### src/rtl/bit_permute_pkg.sv
// Shared types and mode encodings for the bit permutation unit.
package bit_permute_pkg;

  typedef logic [2:0] mode_t;

  localparam mode_t MODE_PASS  = 3'd0;
  localparam mode_t MODE_REV   = 3'd1;
  localparam mode_t MODE_BSWAP = 3'd2;
  localparam mode_t MODE_ROTL  = 3'd3;
  localparam mode_t MODE_ROTR  = 3'd4;
  localparam mode_t MODE_BREV8 = 3'd5;

endpackage

### src/rtl/bit_permute_core.sv
// Combinational bit permutation: reverse, byte swap, rotates and per-byte reverse.
module bit_permute_core
  import bit_permute_pkg::*;
#(
  parameter int unsigned WIDTH = 16,
  parameter int unsigned AMT_W = $clog2(WIDTH)
) (
  input  logic [WIDTH-1:0] data_i,
  input  mode_t            mode_i,
  input  logic [AMT_W-1:0] amt_i,
  output logic [WIDTH-1:0] result_o,
  output logic             err_o
);

  localparam int unsigned NBYTES = WIDTH / 8;

  logic [31:0]      sh;
  logic [WIDTH-1:0] rev;
  logic [WIDTH-1:0] bswap;
  logic [WIDTH-1:0] brev8;
  logic [WIDTH-1:0] rotl;
  logic [WIDTH-1:0] rotr;

  // Non-power-of-two widths can present amounts >= WIDTH.
  assign sh = 32'(amt_i) % WIDTH;

  // A shift by WIDTH yields zero, so amount 0 reduces to the operand itself.
  assign rotl = (data_i << sh) | (data_i >> (WIDTH - sh));
  assign rotr = (data_i >> sh) | (data_i << (WIDTH - sh));

  always_comb begin
    rev   = '0;
    bswap = '0;
    brev8 = '0;
    for (int i = 0; i < int'(WIDTH); i++) begin
      rev[i] = data_i[int'(WIDTH) - 1 - i];
    end
    for (int k = 0; k < int'(NBYTES); k++) begin
      bswap[8*(int'(NBYTES) - 1 - k) +: 8] = data_i[8*k +: 8];
      for (int b = 0; b < 8; b++) begin
        brev8[8*k + b] = data_i[8*k + 7 - b];
      end
    end
  end

  always_comb begin
    result_o = data_i;
    err_o    = 1'b0;
    case (mode_i)
      MODE_PASS:  result_o = data_i;
      MODE_REV:   result_o = rev;
      MODE_BSWAP: result_o = bswap;
      MODE_ROTL:  result_o = rotl;
      MODE_ROTR:  result_o = rotr;
      MODE_BREV8: result_o = brev8;
      default: begin
        result_o = data_i;
        err_o    = 1'b1;
      end
    endcase
  end

endmodule

### src/rtl/bit_permute_unit.sv
// Two-stage valid/ready pipeline around bit_permute_core.
module bit_permute_unit
  import bit_permute_pkg::*;
#(
  parameter int unsigned WIDTH = 16,
  parameter int unsigned AMT_W = $clog2(WIDTH)
) (
  input  logic             clk,
  input  logic             rst,
  input  logic             in_valid,
  output logic             in_ready,
  input  logic [WIDTH-1:0] in_data,
  input  mode_t            in_mode,
  input  logic [AMT_W-1:0] in_amt,
  output logic             out_valid,
  input  logic             out_ready,
  output logic [WIDTH-1:0] out_data,
  output logic             out_err
);

  if ((WIDTH < 8) || ((WIDTH % 8) != 0)) begin : gen_width_check
    $error("bit_permute_unit: WIDTH must be a multiple of 8 and at least 8");
  end

  logic             s1_valid_q;
  logic [WIDTH-1:0] s1_data_q;
  mode_t            s1_mode_q;
  logic [AMT_W-1:0] s1_amt_q;

  logic             s2_valid_q;
  logic [WIDTH-1:0] s2_data_q;
  logic             s2_err_q;

  logic [WIDTH-1:0] core_result;
  logic             core_err;
  logic             s1_adv;
  logic             s2_adv;

  assign s2_adv   = !s2_valid_q || out_ready;
  assign s1_adv   = !s1_valid_q || s2_adv;
  assign in_ready = s1_adv;

  bit_permute_core #(
    .WIDTH (WIDTH),
    .AMT_W (AMT_W)
  ) u_core (
    .data_i   (s1_data_q),
    .mode_i   (s1_mode_q),
    .amt_i    (s1_amt_q),
    .result_o (core_result),
    .err_o    (core_err)
  );

  always_ff @(posedge clk) begin
    if (rst) begin
      s1_valid_q <= 1'b0;
      s2_valid_q <= 1'b0;
      s2_data_q  <= '0;
      s2_err_q   <= 1'b0;
    end else begin
      if (s1_adv) begin
        s1_valid_q <= in_valid;
      end
      if (s2_adv) begin
        s2_valid_q <= s1_valid_q;
        // Keep the last result when S1 is empty; it is unqualified anyway.
        if (s1_valid_q) begin
          s2_data_q <= core_result;
          s2_err_q  <= core_err;
        end
      end
    end
  end

  // Operand registers need no reset: they are only consumed behind s1_valid_q.
  always_ff @(posedge clk) begin
    if (in_valid && s1_adv) begin
      s1_data_q <= in_data;
      s1_mode_q <= in_mode;
      s1_amt_q  <= in_amt;
    end
  end

  assign out_valid = s2_valid_q;
  assign out_data  = s2_data_q;
  assign out_err   = s2_err_q;

endmodule

### config.mk
export PLATFORM = sky130hd
export DESIGN_NAME = bit_permute_unit
export DESIGN_NICKNAME = d
export VERILOG_FILES = /design/src/rtl/bit_permute_pkg.sv /design/src/rtl/bit_permute_core.sv /design/src/rtl/bit_permute_unit.sv
export SDC_FILE = /design/constraint.sdc
export NUM_CORES = 1
export LEC_CHECK = 0
export BUFFER_PORTS_ARGS = -buffer_cell sky130_fd_sc_hd__buf_4
export CAP_MARGIN = 10
export CORE_MARGIN = 1.5
export CORE_UTILIZATION = 45
export CTS_BUF_LIST = sky130_fd_sc_hd__clkbuf_8
export CTS_CLUSTER_DIAMETER = 120
export DETAILED_ROUTE_END_ITERATION = 6
export HOLD_SLACK_MARGIN = 0.03
export PLACE_DENSITY = 0.75
export SETUP_SLACK_MARGIN = 0.2
export SLEW_MARGIN = 30
export SYNTH_ARGS = -nofsm -noshare
export SYNTH_HDL_FRONTEND = slang
export SYNTH_HIERARCHICAL = 1
export SYNTH_SLANG_ARGS = --single-unit
export TNS_END_PERCENT = 30
### constraint.sdc
create_clock -name clk -period 7.1 [get_ports clk]
set_input_delay 1.42 -clock clk [delete_from_list [all_inputs] [get_ports clk]]
set_output_delay 1.42 -clock clk [all_outputs]
set_load 0.02 [all_outputs]
# Yosys cells after proc, flatten, opt, wreduce, memory -nomap -nowiden
# Cells that the tools add are included.
# classes
addsub,1
eq_ne,5
n_shift,4
n_mux,2
bitwise_logic,2
reduce_logical,8
# ops
cell,count
one-hot mux 16 bit (5 select lines),1
OR 16 bit,2
<< shifter 16 x 32 -> 16 bit,1
right shift 16 x 32 -> 16 bit,1
<< shifter 16 x 4 -> 16 bit,1
right shift 16 x 4 -> 16 bit,1
== test 3 x 2 -> 1 bit (second input constant),2
== test 3 bit (second input constant),2
OR reduction 6 bit,1
subtractor 5 x 4 -> 6 bit (first input constant),1
== test 3 x 1 -> 1 bit (second input constant),1
logical NOT 3 bit,1
logical NOT 1 bit,2
logical OR 1 bit,2
AND reduction 2 bit,1
logical AND 1 bit,1
two-way mux 1 bit,1
# word_totals
register_bits,42
inputBits,27
out_inout_bits,19
wordCells,29

# Longest topological paths before layout
# depth
word_depth,4
mapped_depth,16
depth_no_buf,10

# By module
# Netlist, hierarchy kept.
# modules_own_cells
module,instances,cells_each,area_each_um2
bit_permute_core,1,520,3539.6
bit_permute_unit,1,106,1544.0

# Least setup slack after synthesis
# Ideal clock, no wire load.
# synth_timing
path_type,register to register
from,register s1_amt_q[1]
to,register s2_data_q[12] (netlist: out_data[12])
t_arrival_ps,3064
required_time_ps,7028
slack_ps,3965
path_stages_with_launch,15
n_path_buf,5
path_cell_list,edfxtp_1 -> inv_1 -> clkbuf_1 -> clkbuf_1 -> ha_1 -> buf_4 -> xor2_2 -> buf_4 -> buf_6 -> mux4_2 -> nor3_1 -> a21oi_1 -> a41oi_1 -> nand2b_1 -> mux2i_1
# synth_between
elab_chain_len,4
# synth_rtl
item,line_no,text
from (decl),bit_permute_unit.sv:28,logic [AMT_W-1:0] s1_amt_q;
from (signal assigned),bit_permute_unit.sv:80,s1_amt_q <= in_amt;
subtractor 5 x 4 -> 6 bit,"bit_permute_core.sv:28, bit_permute_core.sv:29",
<< shifter 16 x 32 -> 16 bit or right shift 16 x 32 -> 16 bit (tied branches),"bit_permute_core.sv:29, bit_permute_core.sv:28",
OR 16 bit (on tied branches),"bit_permute_core.sv:29, bit_permute_core.sv:28",
one-hot mux 16 bit (5 select lines) (*),bit_permute_core.sv:49,case (mode_i)
net core_result[12],bit_permute_unit.sv:34,logic [WIDTH-1:0] core_result;
to (signal assigned),bit_permute_unit.sv:68,s2_data_q <= core_result;
to (decl),bit_permute_unit.sv:31,logic [WIDTH-1:0] s2_data_q;
# The timed path passes the listed nets; every way through them passes the cells marked *.
# A chain may end at the register's enable or synchronous reset.

# Worst setup path after layout
# layout_timing
from,register s1_amt_q[1]
to,register s2_data_q[1] (netlist: out_data[1])
# Same word-level chain as after synthesis.

==> run metrics <==
Worst Slack Setup Final approximately 3100 ps; Post-Synthesis Cells 626; period utilization between 50% and 60%; Worst-Skew Late Latency roughly 310 ps; hold path cells 2; R2R Path End out_data[1]; Synth Flop Type edfxtp_1; sw power 0.3214 mW; Pins Over Slew Limit 0; #FFs+latches synth 42; yosys warns 6; Hold Buf Count CTS 0; nets@finish between 600 and 700; IO Port Bufs 45; placed cells 751; Post-Place Setup Slack 3206 ps; global-route wire length before repair about 27 mm; Die H 109.3 µm; drc violations 1; fill cell count ~1000; RR Startpoint s1_amt_q[1]; Setup CP Type flop to flop; Post-synth EDFFs 23; Max Fanout on Critical Path 42; post-CTS setup buffers 0; Hold/Removal Path Class flop to flop; Reg2Reg Depth 10; gpl congestion 1.038; Mapped Area 0.005084 mm²; initial cell density of the core around 46%; final number of hold-violating endpoints 0; switch share around two fifths; CTS clock-pin slew for the worst setup and hold paths 90 ps; CP delay by family, top buffers and inverters; htree depth 2; endpoint class of the critical path flop; flop2flop setup slack 3060 ps; sequential-to-total area share from yosys stat 21.07%; origin of the worst setup path s1_amt_q[1]; number of cell rows 38; Yosys top cell area share 14.37%; ANT cells 0; Req. time, crit path approximately 7300 ps; Setup Skew 10.52 ps; routed length per placed instance 22.90 µm; Die W around 110 µm; GRT Overall Usage 29.74%; largest net degree at the start of global routing 61; worst path buffer plus inverter count 3; final setup TNS 0 ps; FF+latch area 0.001071 mm²; commonest non-fill, non-tap cells in the layout 73 x mux2i_1, 62 x a21oi_1, 56 x nor2_1, 56 x buf_4, 55 x nand2_1; Final Setup Violations 0; Slew HR 37.45%; initial antenna violation count 0; Reg power frac roughly 36%; Setup crit start kind flop; Synth area leaders mux2i_1 14%, edfxtp_1 14%, mux4_2 8.9%; Distinct cells, synth 67; Tmin final 4037 ps; WL final 17.38 mm; DP HPWL around 12 mm; Pleak 2.070 nW; DR pass1 iterations 7; Crit path largest cell delay 1010 ps; CP dominant cell by count o21ai_0; IO Pins 46; post-CTS resize count 0; Die Footprint 0.01194 mm²; via/cell ratio just under 7; Multi-input gate area 0.003590 mm²; vias in the first global route 4990; RSZ-0062 raised after global routing no; syn_area_per_cell 8.121 µm²; Antenna Nets Post-Route 0; total global routing overflow 0; syn_nets 654; ys async rst share 0%; Critical-path top delay cell ha_1; CORE AREA ~0.011 mm²; Root Buffer clkbuf_8; Clk pwr share 22.5%; Detailed Route Iter0 Violations 757; Clock Sinks 42; largest area contributor in the netlist mux2i_1; Pwr Total about 0.84 mW; routed vias 5216; pwr dens 155.0 mW/mm²; layout cell share with drive strength beyond 1 18.58%; Comb power frac a little over two fifths; CTS tree yes; Layout Cells excl Fill 759; Num CTS Buffers 5; CTS Buffer Depth 2; Area growth, synth to finish 6.744%; worst vdd ir 0.09743 mV; worst hold endpoint out_data[6]; Max-Cap Viols 0; CP Cell Sequence buf_4, inv_1, ha_1, inv_2, mux4_2, o32ai_1, o21ai_0, o21ai_0, nand2b_1, mux2i_1; Int Power 0.5196 mW; failing checks design-rule violations; outcome finished, violations left; slew of the pin with the lowest slew margin 934.7 ps; commonest non-fill, non-tap cell in the layout mux2i_1; fmax 0.2477 GHz; HP Start out_data[6]; crit path DAT 4280 ps
## kinds of logic (layout without fill, tap and decap cells)
logic type | Yosys count | count (layout) | share of synthesized area (%)
AND/OR/NAND/NOR | 193 | 193 | 18.39
AO/OA/AOI/OAI | 190 | 190 | 24.02
multiplexers | 110 | 110 | 27.15
buffers and inverters | 88 | 81 | 8.491
flip-flops | 42 | 42 | 21.07
XOR/XNOR | 2 | 2 | 0.6401
adder cells (fa/ha/maj) | 1 | 1 | 0.2461
## tightest hold or removal path, delay by kind of cell, from the launching register on
kind	cells	cell delay (ps)
flip-flops	1	320
AND/OR/NAND/NOR	1	60
multiplexers	1	60
## cells in the mapped netlist (3+ instances only)
cell	count
o211ai_1	7
a41oi_1	3
mux4_2	20
nand2_1	55
buf_6	6
buf_1	4
nand3_1	10
a21o_1	3
nand2b_1	39
and2_1	7
a211oi_1	10
o22ai_1	21
mux2_2	15
nor2b_1	7
o31a_1	3
buf_4	8
o21ai_0	38
o41ai_1	3
inv_1	13
clkbuf_1	44
a21oi_1	63
mux2i_1	73
buf_2	8
nor3_1	7
nor2_1	56
edfxtp_1	23
dfxtp_1	19
o311ai_0	5
## sequential cells by signal, indices dropped and copies added, names as in the netlist
name        cells
out_data       16
out_valid       1
s1_data_q      16
s1_mode_q       3
s1_valid_q      1
s1_amt_q        4
out_err         1
## power groups by stage
stage / clock network [mW] / logic (mW) / registers (mW)
after floorplan: 0 / 0.258 / 0.295
after global routing: 0.201 / 0.373 / 0.303
after detailed placement: 0 / 0.337 / 0.306
final: 0.189 / 0.350 / 0.302
after global placement: 0 / 0.334 / 0.305
after CTS: 0.190 / 0.338 / 0.301
## per-stage QoR
stage | util, % | hold slack, ps | instance area (µm²)
CTS | 49.62 | 487.5 | 5426
floorplan | - | 477.0 | 5084
global placement | 48.60 | 465.6 | 5315
global route | 49.62 | 503.1 | 5426
finish | 49.62 | 482.4 | 5426
detailed placement | 48.65 | 475.6 | 5320
## routing by layer
layer	up-vias	GRT usage, %	part of all wire, %	routed length [µm]
met5	-	0	0	0
met4	0	21.43	6.8	1184
met3	96	6.037	11	1936
met2	399	44.24	44	7722
met1	2421	38.19	38	6537
li1	2300	-	-	-
## final cells by class
class / instances / share of cell area [%]
clock buffer: 5 / 1.268
tap: 140 / 3.228
timing repair buffer: 56 / 7.747
multi-input combinational: 496 / 66.15
inverter: 17 / 1.176
clock inverter: 3 / 0.6917
sequential: 42 / 19.74
## worst max path at each step
stage / end / slack, ps / cells past startpoint
final: out_data[1] / 3060 / 10
after global routing: out_data[5] / 2840 / 11
after CTS: out_data[12] / 3180 / 10
after detailed placement: out_data[1] / 3210 / 10
after global placement: out_data[5] / 3290 / 10
after floorplan: out_data[12] / 3960 / 14
No activity file was read; power rests on OpenSTA's default activity.
